<file path="src/rtl/simple_exe_wb_pkg.sv">
// Shared execute-stage definitions: flag bit positions and the writeback entry layout.
package simple_exe_wb_pkg;

    localparam int FLAG_MISPRED = 0;
    localparam int FLAG_EXC     = 1;
    localparam int FLAG_EXEC    = 2;
    localparam int FLAG_DEST    = 4;

    localparam int DEF_DATA_W  = 32;
    localparam int DEF_TAG_W   = 7;
    localparam int DEF_ALID_W  = 7;
    localparam int DEF_FLAGS_W = 6;

    typedef struct packed {
        logic [DEF_DATA_W-1:0]  data;
        logic [DEF_TAG_W-1:0]   tag;
        logic [DEF_ALID_W-1:0]  alid;
        logic [DEF_FLAGS_W-1:0] flags;
    } wb_entry_t;

endpackage

</file>
<file path="src/rtl/simple_exe_wb_if.sv">
// ALU-result, bypass and writeback signal bundle; the stage itself uses the slave view.
interface simple_exe_wb_if #(
    parameter int DATA_W  = 32,
    parameter int TAG_W   = 7,
    parameter int ALID_W  = 7,
    parameter int FLAGS_W = 6
);
    logic               valid_i;
    logic [DATA_W-1:0]  result_i;
    logic [FLAGS_W-1:0] flags_i;
    logic [TAG_W-1:0]   tag_i;
    logic [ALID_W-1:0]  alid_i;
    logic               ready_o;
    logic               flush_i;
    logic               byp_valid_o;
    logic [TAG_W-1:0]   byp_tag_o;
    logic [DATA_W-1:0]  byp_data_o;
    logic               wb_valid_o;
    logic               wb_ready_i;
    logic [DATA_W-1:0]  wb_data_o;
    logic [TAG_W-1:0]   wb_tag_o;
    logic [ALID_W-1:0]  wb_alid_o;
    logic [FLAGS_W-1:0] wb_flags_o;

    modport slave (
        input  valid_i, result_i, flags_i, tag_i, alid_i, flush_i, wb_ready_i,
        output ready_o, byp_valid_o, byp_tag_o, byp_data_o,
               wb_valid_o, wb_data_o, wb_tag_o, wb_alid_o, wb_flags_o
    );

    modport master (
        output valid_i, result_i, flags_i, tag_i, alid_i, flush_i, wb_ready_i,
        input  ready_o, byp_valid_o, byp_tag_o, byp_data_o,
               wb_valid_o, wb_data_o, wb_tag_o, wb_alid_o, wb_flags_o
    );

endinterface

</file>
<file path="src/rtl/exe_wb_fifo.sv">
// Synchronous FIFO with flush, occupancy count and a registered head entry.
module exe_wb_fifo #(
    parameter int WIDTH = 8,
    parameter int DEPTH = 2,
    parameter int CNT_W = $clog2(DEPTH + 1)
) (
    input  logic             clk,
    input  logic             reset_n,
    input  logic             i_push,
    input  logic             i_pop,
    input  logic             i_flush,
    input  logic [WIDTH-1:0] i_din,
    output logic [CNT_W-1:0] o_count,
    output logic [WIDTH-1:0] o_head
);
    localparam int PW = (DEPTH > 1) ? $clog2(DEPTH) : 1;

    logic [WIDTH-1:0] r_mem [DEPTH];
    logic [PW-1:0]    r_wr_ptr;
    logic [PW-1:0]    r_rd_ptr;
    logic [CNT_W-1:0] r_count;
    logic [WIDTH-1:0] r_head;

    logic [PW-1:0]    w_wr_nxt;
    logic [PW-1:0]    w_rd_nxt;
    logic [CNT_W-1:0] w_cnt_nxt;
    logic [WIDTH-1:0] w_head_nxt;

    // The head register is loaded with whatever entry will sit at the read pointer after this edge.
    always_comb begin
        w_rd_nxt   = r_rd_ptr + PW'(i_pop);
        w_wr_nxt   = r_wr_ptr + PW'(i_push);
        w_cnt_nxt  = r_count + CNT_W'(i_push) - CNT_W'(i_pop);
        w_head_nxt = r_mem[w_rd_nxt];
        if (i_push && (r_wr_ptr == w_rd_nxt)) begin
            w_head_nxt = i_din;
        end
        if (w_cnt_nxt == '0) begin
            w_head_nxt = '0;
        end
        if (i_flush) begin
            w_rd_nxt   = '0;
            w_wr_nxt   = '0;
            w_cnt_nxt  = '0;
            w_head_nxt = '0;
        end
    end

    always_ff @(posedge clk) begin
        if (i_push) begin
            r_mem[r_wr_ptr] <= i_din;
        end
    end

    always_ff @(posedge clk or negedge reset_n) begin
        if (!reset_n) begin
            r_wr_ptr <= '0;
            r_rd_ptr <= '0;
            r_count  <= '0;
            r_head   <= '0;
        end else begin
            r_wr_ptr <= w_wr_nxt;
            r_rd_ptr <= w_rd_nxt;
            r_count  <= w_cnt_nxt;
            r_head   <= w_head_nxt;
        end
    end

    assign o_count = r_count;
    assign o_head  = r_head;

endmodule

</file>
<file path="src/rtl/simple_exe_wb.sv">
// ALU output stage: one-shot bypass broadcast plus a writeback FIFO toward the active list.
// Optional pop/exception counters are built when SIMPLE_EXE_WB_PERF_CNT_EN is defined.
module simple_exe_wb
    import simple_exe_wb_pkg::*;
#(
    parameter int DATA_W  = DEF_DATA_W,
    parameter int TAG_W   = DEF_TAG_W,
    parameter int ALID_W  = DEF_ALID_W,
    parameter int FLAGS_W = DEF_FLAGS_W,
    parameter int DEPTH   = 2
) (
    input  logic              clk,
    input  logic              reset_n,
    simple_exe_wb_if.slave    bus
`ifdef SIMPLE_EXE_WB_PERF_CNT_EN
    ,
    output logic [31:0]       perf_done_o,
    output logic [31:0]       perf_exc_o
`endif
);
    localparam int ENTRY_W = DATA_W + TAG_W + ALID_W + FLAGS_W;
    localparam int CNT_W   = $clog2(DEPTH + 1);

    logic [CNT_W-1:0]   w_count;
    logic [ENTRY_W-1:0] w_din;
    logic [ENTRY_W-1:0] w_head;
    logic               w_ready;
    logic               w_wb_valid;
    logic               w_accept;
    logic               w_pop;

    logic               r_byp_valid;
    logic [TAG_W-1:0]   r_byp_tag;
    logic [DATA_W-1:0]  r_byp_data;

    // No pass-through: a full FIFO refuses input even on a cycle it pops.
    assign w_ready    = (w_count != CNT_W'(DEPTH));
    assign w_wb_valid = (w_count != '0);
    assign w_accept   = bus.valid_i && w_ready && !bus.flush_i;
    assign w_pop      = w_wb_valid && bus.wb_ready_i;
    assign w_din      = {bus.result_i, bus.tag_i, bus.alid_i, bus.flags_i};

    exe_wb_fifo #(
        .WIDTH (ENTRY_W),
        .DEPTH (DEPTH),
        .CNT_W (CNT_W)
    ) u_fifo (
        .clk     (clk),
        .reset_n (reset_n),
        .i_push  (w_accept),
        .i_pop   (w_pop),
        .i_flush (bus.flush_i),
        .i_din   (w_din),
        .o_count (w_count),
        .o_head  (w_head)
    );

    always_ff @(posedge clk or negedge reset_n) begin
        if (!reset_n) begin
            r_byp_valid <= 1'b0;
            r_byp_tag   <= '0;
            r_byp_data  <= '0;
        end else begin
            r_byp_valid <= w_accept && bus.flags_i[FLAG_DEST];
            if (w_accept) begin
                r_byp_tag  <= bus.tag_i;
                r_byp_data <= bus.result_i;
            end
        end
    end

`ifdef SIMPLE_EXE_WB_PERF_CNT_EN
    logic [31:0] r_perf_done;
    logic [31:0] r_perf_exc;

    always_ff @(posedge clk or negedge reset_n) begin
        if (!reset_n) begin
            r_perf_done <= '0;
            r_perf_exc  <= '0;
        end else if (w_pop) begin
            r_perf_done <= r_perf_done + 32'd1;
            r_perf_exc  <= r_perf_exc + 32'(w_head[FLAG_EXC]);
        end
    end

    assign perf_done_o = r_perf_done;
    assign perf_exc_o  = r_perf_exc;
`endif

    assign bus.ready_o     = w_ready;
    assign bus.wb_valid_o  = w_wb_valid;
    assign bus.byp_valid_o = r_byp_valid;
    assign bus.byp_tag_o   = r_byp_tag;
    assign bus.byp_data_o  = r_byp_data;
    assign {bus.wb_data_o, bus.wb_tag_o, bus.wb_alid_o, bus.wb_flags_o} = w_head;

endmodule

</file>
<file path="src/flat_wrapper.sv">
// flat-port wrapper written by rule: the top's interface ports become plain ports
module simple_exe_wb_flat import simple_exe_wb_pkg::*;
#(
    parameter int DATA_W  = DEF_DATA_W,
    parameter int TAG_W   = DEF_TAG_W,
    parameter int ALID_W  = DEF_ALID_W,
    parameter int FLAGS_W = DEF_FLAGS_W,
    parameter int DEPTH   = 2
)
  (clk, reset_n, bus_valid_i, bus_result_i, bus_flags_i, bus_tag_i, bus_alid_i, bus_flush_i, bus_wb_ready_i, bus_ready_o, bus_byp_valid_o, bus_byp_tag_o, bus_byp_data_o, bus_wb_valid_o, bus_wb_data_o, bus_wb_tag_o, bus_wb_alid_o, bus_wb_flags_o);
  simple_exe_wb_if #(.DATA_W(DATA_W), .TAG_W(TAG_W), .ALID_W(ALID_W), .FLAGS_W(FLAGS_W)) bus_i ();
  input  logic clk;
  input  logic reset_n;
  input wire logic [$bits(bus_i.valid_i)-1:0] bus_valid_i;
  input wire logic [$bits(bus_i.result_i)-1:0] bus_result_i;
  input wire logic [$bits(bus_i.flags_i)-1:0] bus_flags_i;
  input wire logic [$bits(bus_i.tag_i)-1:0] bus_tag_i;
  input wire logic [$bits(bus_i.alid_i)-1:0] bus_alid_i;
  input wire logic [$bits(bus_i.flush_i)-1:0] bus_flush_i;
  input wire logic [$bits(bus_i.wb_ready_i)-1:0] bus_wb_ready_i;
  output wire logic [$bits(bus_i.ready_o)-1:0] bus_ready_o;
  output wire logic [$bits(bus_i.byp_valid_o)-1:0] bus_byp_valid_o;
  output wire logic [$bits(bus_i.byp_tag_o)-1:0] bus_byp_tag_o;
  output wire logic [$bits(bus_i.byp_data_o)-1:0] bus_byp_data_o;
  output wire logic [$bits(bus_i.wb_valid_o)-1:0] bus_wb_valid_o;
  output wire logic [$bits(bus_i.wb_data_o)-1:0] bus_wb_data_o;
  output wire logic [$bits(bus_i.wb_tag_o)-1:0] bus_wb_tag_o;
  output wire logic [$bits(bus_i.wb_alid_o)-1:0] bus_wb_alid_o;
  output wire logic [$bits(bus_i.wb_flags_o)-1:0] bus_wb_flags_o;
  assign bus_i.valid_i = bus_valid_i;
  assign bus_i.result_i = bus_result_i;
  assign bus_i.flags_i = bus_flags_i;
  assign bus_i.tag_i = bus_tag_i;
  assign bus_i.alid_i = bus_alid_i;
  assign bus_i.flush_i = bus_flush_i;
  assign bus_i.wb_ready_i = bus_wb_ready_i;
  assign bus_ready_o = bus_i.ready_o;
  assign bus_byp_valid_o = bus_i.byp_valid_o;
  assign bus_byp_tag_o = bus_i.byp_tag_o;
  assign bus_byp_data_o = bus_i.byp_data_o;
  assign bus_wb_valid_o = bus_i.wb_valid_o;
  assign bus_wb_data_o = bus_i.wb_data_o;
  assign bus_wb_tag_o = bus_i.wb_tag_o;
  assign bus_wb_alid_o = bus_i.wb_alid_o;
  assign bus_wb_flags_o = bus_i.wb_flags_o;
  simple_exe_wb #(.DATA_W(DATA_W), .TAG_W(TAG_W), .ALID_W(ALID_W), .FLAGS_W(FLAGS_W), .DEPTH(DEPTH)) u_core (.clk(clk), .reset_n(reset_n), .bus(bus_i));
endmodule
</file>
<file path="config.mk">
export PLATFORM = sky130hd
export DESIGN_NAME = simple_exe_wb_flat
export DESIGN_NICKNAME = d
export VERILOG_FILES = /design/src/rtl/simple_exe_wb_pkg.sv /design/src/rtl/simple_exe_wb_if.sv /design/src/rtl/exe_wb_fifo.sv /design/src/rtl/simple_exe_wb.sv /design/src/flat_wrapper.sv
export SDC_FILE = /design/constraint.sdc
export NUM_CORES = 1
export LEC_CHECK = 0
export CAP_MARGIN = 25
export CELL_PAD_IN_SITES_DETAIL_PLACEMENT = 2
export CELL_PAD_IN_SITES_GLOBAL_PLACEMENT = 2
export CORE_MARGIN = 3
export CORE_UTILIZATION = 36
export CTS_BUF_LIST = sky130_fd_sc_hd__clkbuf_8 sky130_fd_sc_hd__clkbuf_16
export DETAILED_ROUTE_END_ITERATION = 12
export PLACE_DENSITY_LB_ADDON = 0.1
export SLEW_MARGIN = 15
export SYNTH_ARGS = -nofsm -noshare
export SYNTH_HDL_FRONTEND = slang
export SYNTH_SLANG_ARGS = --single-unit
</file>
<file path="constraint.sdc">
create_clock -name clk -period 6.01 [get_ports clk]
set_input_delay 1.202 -clock clk [delete_from_list [all_inputs] [get_ports clk]]
set_output_delay 1.202 -clock clk [all_outputs]
set_load 0.02 [all_outputs]
</file>
==> impl_metrics.tcl <==
set metrics [dict create \
    status "finished clean" \
    synth_area_leader_cell "edfxtp_1" \
    post_cts_buffers 0 \
    cp.arrival_ps 3990 \
    clock_latency_ps 430 \
    r2r-end "u_core.u_fifo.o_head[46]$_DFF_PN0_" \
    pin_count 151 \
    cts_tree "done" \
    die_w_um 150 \
    ff_latch_area_um2 5530 \
    rows 51 \
    syn_area_per_cell_um2 12.5 \
    ant_nets 0 \
    grt_pass1_vias 6086 \
    nFillCells 1953 \
    synthFlopType "edfxtp_1" \
    fin_tns_setup_ps 0 \
    relSlewSlack 0.382 \
    grt_start_max_net_pins 93 \
    multiInputGateArea_um2 1770 \
    core_area_um2 19800 \
    hold_end "u_core.bus.byp_data_o[23]$_DFFE_PN0P_" \
    hold_viol_final 0 \
    fmax_mhz 269 \
    yosys-top-cells-area "edfxtp_1, dfrtp_1, nand2_1" \
    antenna_found_initial 0 \
    wl_um 22900 \
    layout-drive-gt1-share 0.0750 \
    rr_worst_depth 10 \
    insertedDiodeCount 0 \
    start_util 0.374 \
    path_cells "clkdlybuf4s50_1 -> o21ai_2 -> inv_1 -> ha_1 -> inv_1 -> ha_1 -> xnor2_1 -> xnor2_1 -> o21bai_4 -> buf_4 -> a311oi_1" \
    crit_fanout 25 \
    synth_async_sr_flop_share 0.480 \
    port-buffer-count 150 \
    setup_viol 0 \
    ctsHoldBuffers 0 \
    synth_top_area_share 0.421 \
    drc_errors 0 \
    layout.nets 793 \
    synthTopCellsByCount "nand2_1, edfxtp_1, dfrtp_1" \
    hold_path_depth 2 \
    worst-path-buf-inv 4 \
    r2r_start "u_core.u_fifo.o_count[1]$_DFF_PN0_" \
    place.gp.congestion 0.717 \
    syn_inst 591 \
    synth_cell_type_count 21 \
    synthesis.nets 650 \
    finalCriticalPeriod_ps 3710 \
    post_cts_resize_count 0 \
    crit_required_ps 6290 \
    clk_pin_slew_ps 70 \
    vias 5229 \
    grt_use_total 0.212 \
    worstMarginPinSlew_ps 926 \
    fp.dieH_um 150 \
    final.setup_skew_ps 14.0 \
    slew_violations 0 \
    crit_family "buffers and inverters" \
    r2r_slack_ps 2880 \
    cap_violations 0 \
    slowest_delay_ps 630 \
    drt-initial-drc-count 303 \
    irDropWorstVdd_mv 0.268 \
    startpoint_type "input port" \
    grt_setup_unrepaired "false" \
    cts_max_level 4 \
    period_share 0.617 \
    holdWs_ps 486 \
    grt_pass1_wl_um 36100 \
    cts_made_buffers 17 \
    power_density_nw_per_um2 538 \
    syn_area_um2 7410 \
    min_from "u_core.bus.byp_data_o[23]$_DFFE_PN0P_" \
    crit_path_top_delay_cell "o21bai_4" \
    fp.dieArea_um2 22400 \
    clockBufferDepth 2 \
    synth_seq_cells 200 \
    p_leak_nw 3.91 \
    root_buffer "clkbuf_16" \
    synth_most_common_cell "nand2_1" \
    hp-class "flip-flop to flip-flop" \
    drt_pre_antenna_iters 6 \
    grt-ovfl-total 0 \
    syn_to_final_growth_pct 33.5 \
    synth-edff-count 104 \
    yosys_warnings 0 \
    via_per_inst 5.17 \
    wl_per_cell_um 22.7 \
    clock_sinks 200 \
    hpwl_um 14700 \
    end_kind "flip-flop" \
    yosysSeqAreaShare 0.745 \
    crit_type "input port to flip-flop" \
]
state kept, by name (all words and copies together), names as in the netlist:
signal	cells
u_core.u_fifo.r_mem	104
u_core.u_fifo.o_head	52
u_core.bus.byp_data_o	32
u_core.bus.byp_tag_o	7
u_core.u_fifo.o_count	2
u_core.bus.byp_valid_o	1
u_core.u_fifo.r_rd_ptr	1
u_core.u_fifo.r_wr_ptr	1
routing by layer:
metal,wire length [um],part of all wire,track usage
met5,0,0,0
met2,11800,0.51,0.367
met3,968,0.042,0.0439
met1,9820,0.43,0.274
met4,359,0.016,0.0531
stage by stage:
stage	setup WS, ps	cells	power [mW]	utilization	instance area, um2
after floorplan	1550	591	3.06	-	7410
after global placement	1960	978	4.03	0.465	9230
after detailed placement	1820	979	4.17	0.466	9260
after CTS	2240	1011	5.39	0.497	9870
after global routing	2010	1012	5.62	0.499	9900
final	2300	1012	5.32	0.499	9900
cell type report:
type / instances / area share
repair buffers: 164 / 0.166
well taps: 265 / 0.0335
flip-flops and latches: 200 / 0.558
clock inverters: 15 / 0.0192
multi-input cells: 347 / 0.178
inverters: 4 / 0.00152
clock buffers: 17 / 0.0430
worst reg2reg max path: cells and delay by family, from the launching register on:
kind	cells	cell delay (ps)
AOI/OAI and AO/OA	3	1180
buffers and inverters	3	500
adders and majority gates	2	470
DFF	1	440
xor gates and xnor gates	2	400
kinds of logic after synthesis:
group | count (synthesis) | share of synthesized area
AND/OR/NAND/NOR | 284 | 0.155
flip-flops | 200 | 0.745
AO/OA/AOI/OAI | 54 | 0.0636
buffers and inverters | 44 | 0.0240
XOR/XNOR | 7 | 0.00827
adder cells (fa/ha/maj) | 2 | 0.00337
worst max path at each step:
stage | from | end | slack (ps) | cells past startpoint
floorplan | bus_flush_i | u_core.u_fifo.r_mem[0][0]$_DFFE_PP_ | 1550 | 4
finish | bus_wb_ready_i | u_core.u_fifo.o_head[46]$_DFF_PN0_ | 2300 | 11
detailed placement | bus_flush_i | u_core.u_fifo.r_mem[1][17]$_DFFE_PP_ | 1820 | 6
CTS | bus_wb_ready_i | u_core.u_fifo.o_head[46]$_DFF_PN0_ | 2240 | 11
global route | bus_flush_i | u_core.u_fifo.r_mem[1][31]$_DFFE_PP_ | 2010 | 6
global placement | bus_flush_i | u_core.u_fifo.r_mem[1][16]$_DFFE_PP_ | 1960 | 6
where the power goes:
group	total (mW)	internal [mW]	switching, mW	leakage [nW]
Clock	1.20	0.666	0.531	0.292
Sequential	1.96	1.78	0.175	2.20
Combinational	2.17	0.816	1.36	1.42
Total	5.32	3.26	2.06	3.91
cells in the final DEF, fill, tap and decap left out, drive strengths merged:
master,count
clkbuf,17
xnor2,5
dfrtp,96
a311oi,52
nand3b,1
nor2b,2
clkinv,1
o21bai,1
or2,1
nand2b,2
ha,2
clkinvlp,4
buf,15
inv,11
o21ai,1
bufinv,3
nor2,3
nand2,221
and2,2
xor2,2
edfxtp,104
nor3,52
clkdlybuf4s50,149
No activity file was read; power rests on OpenSTA's default activity.
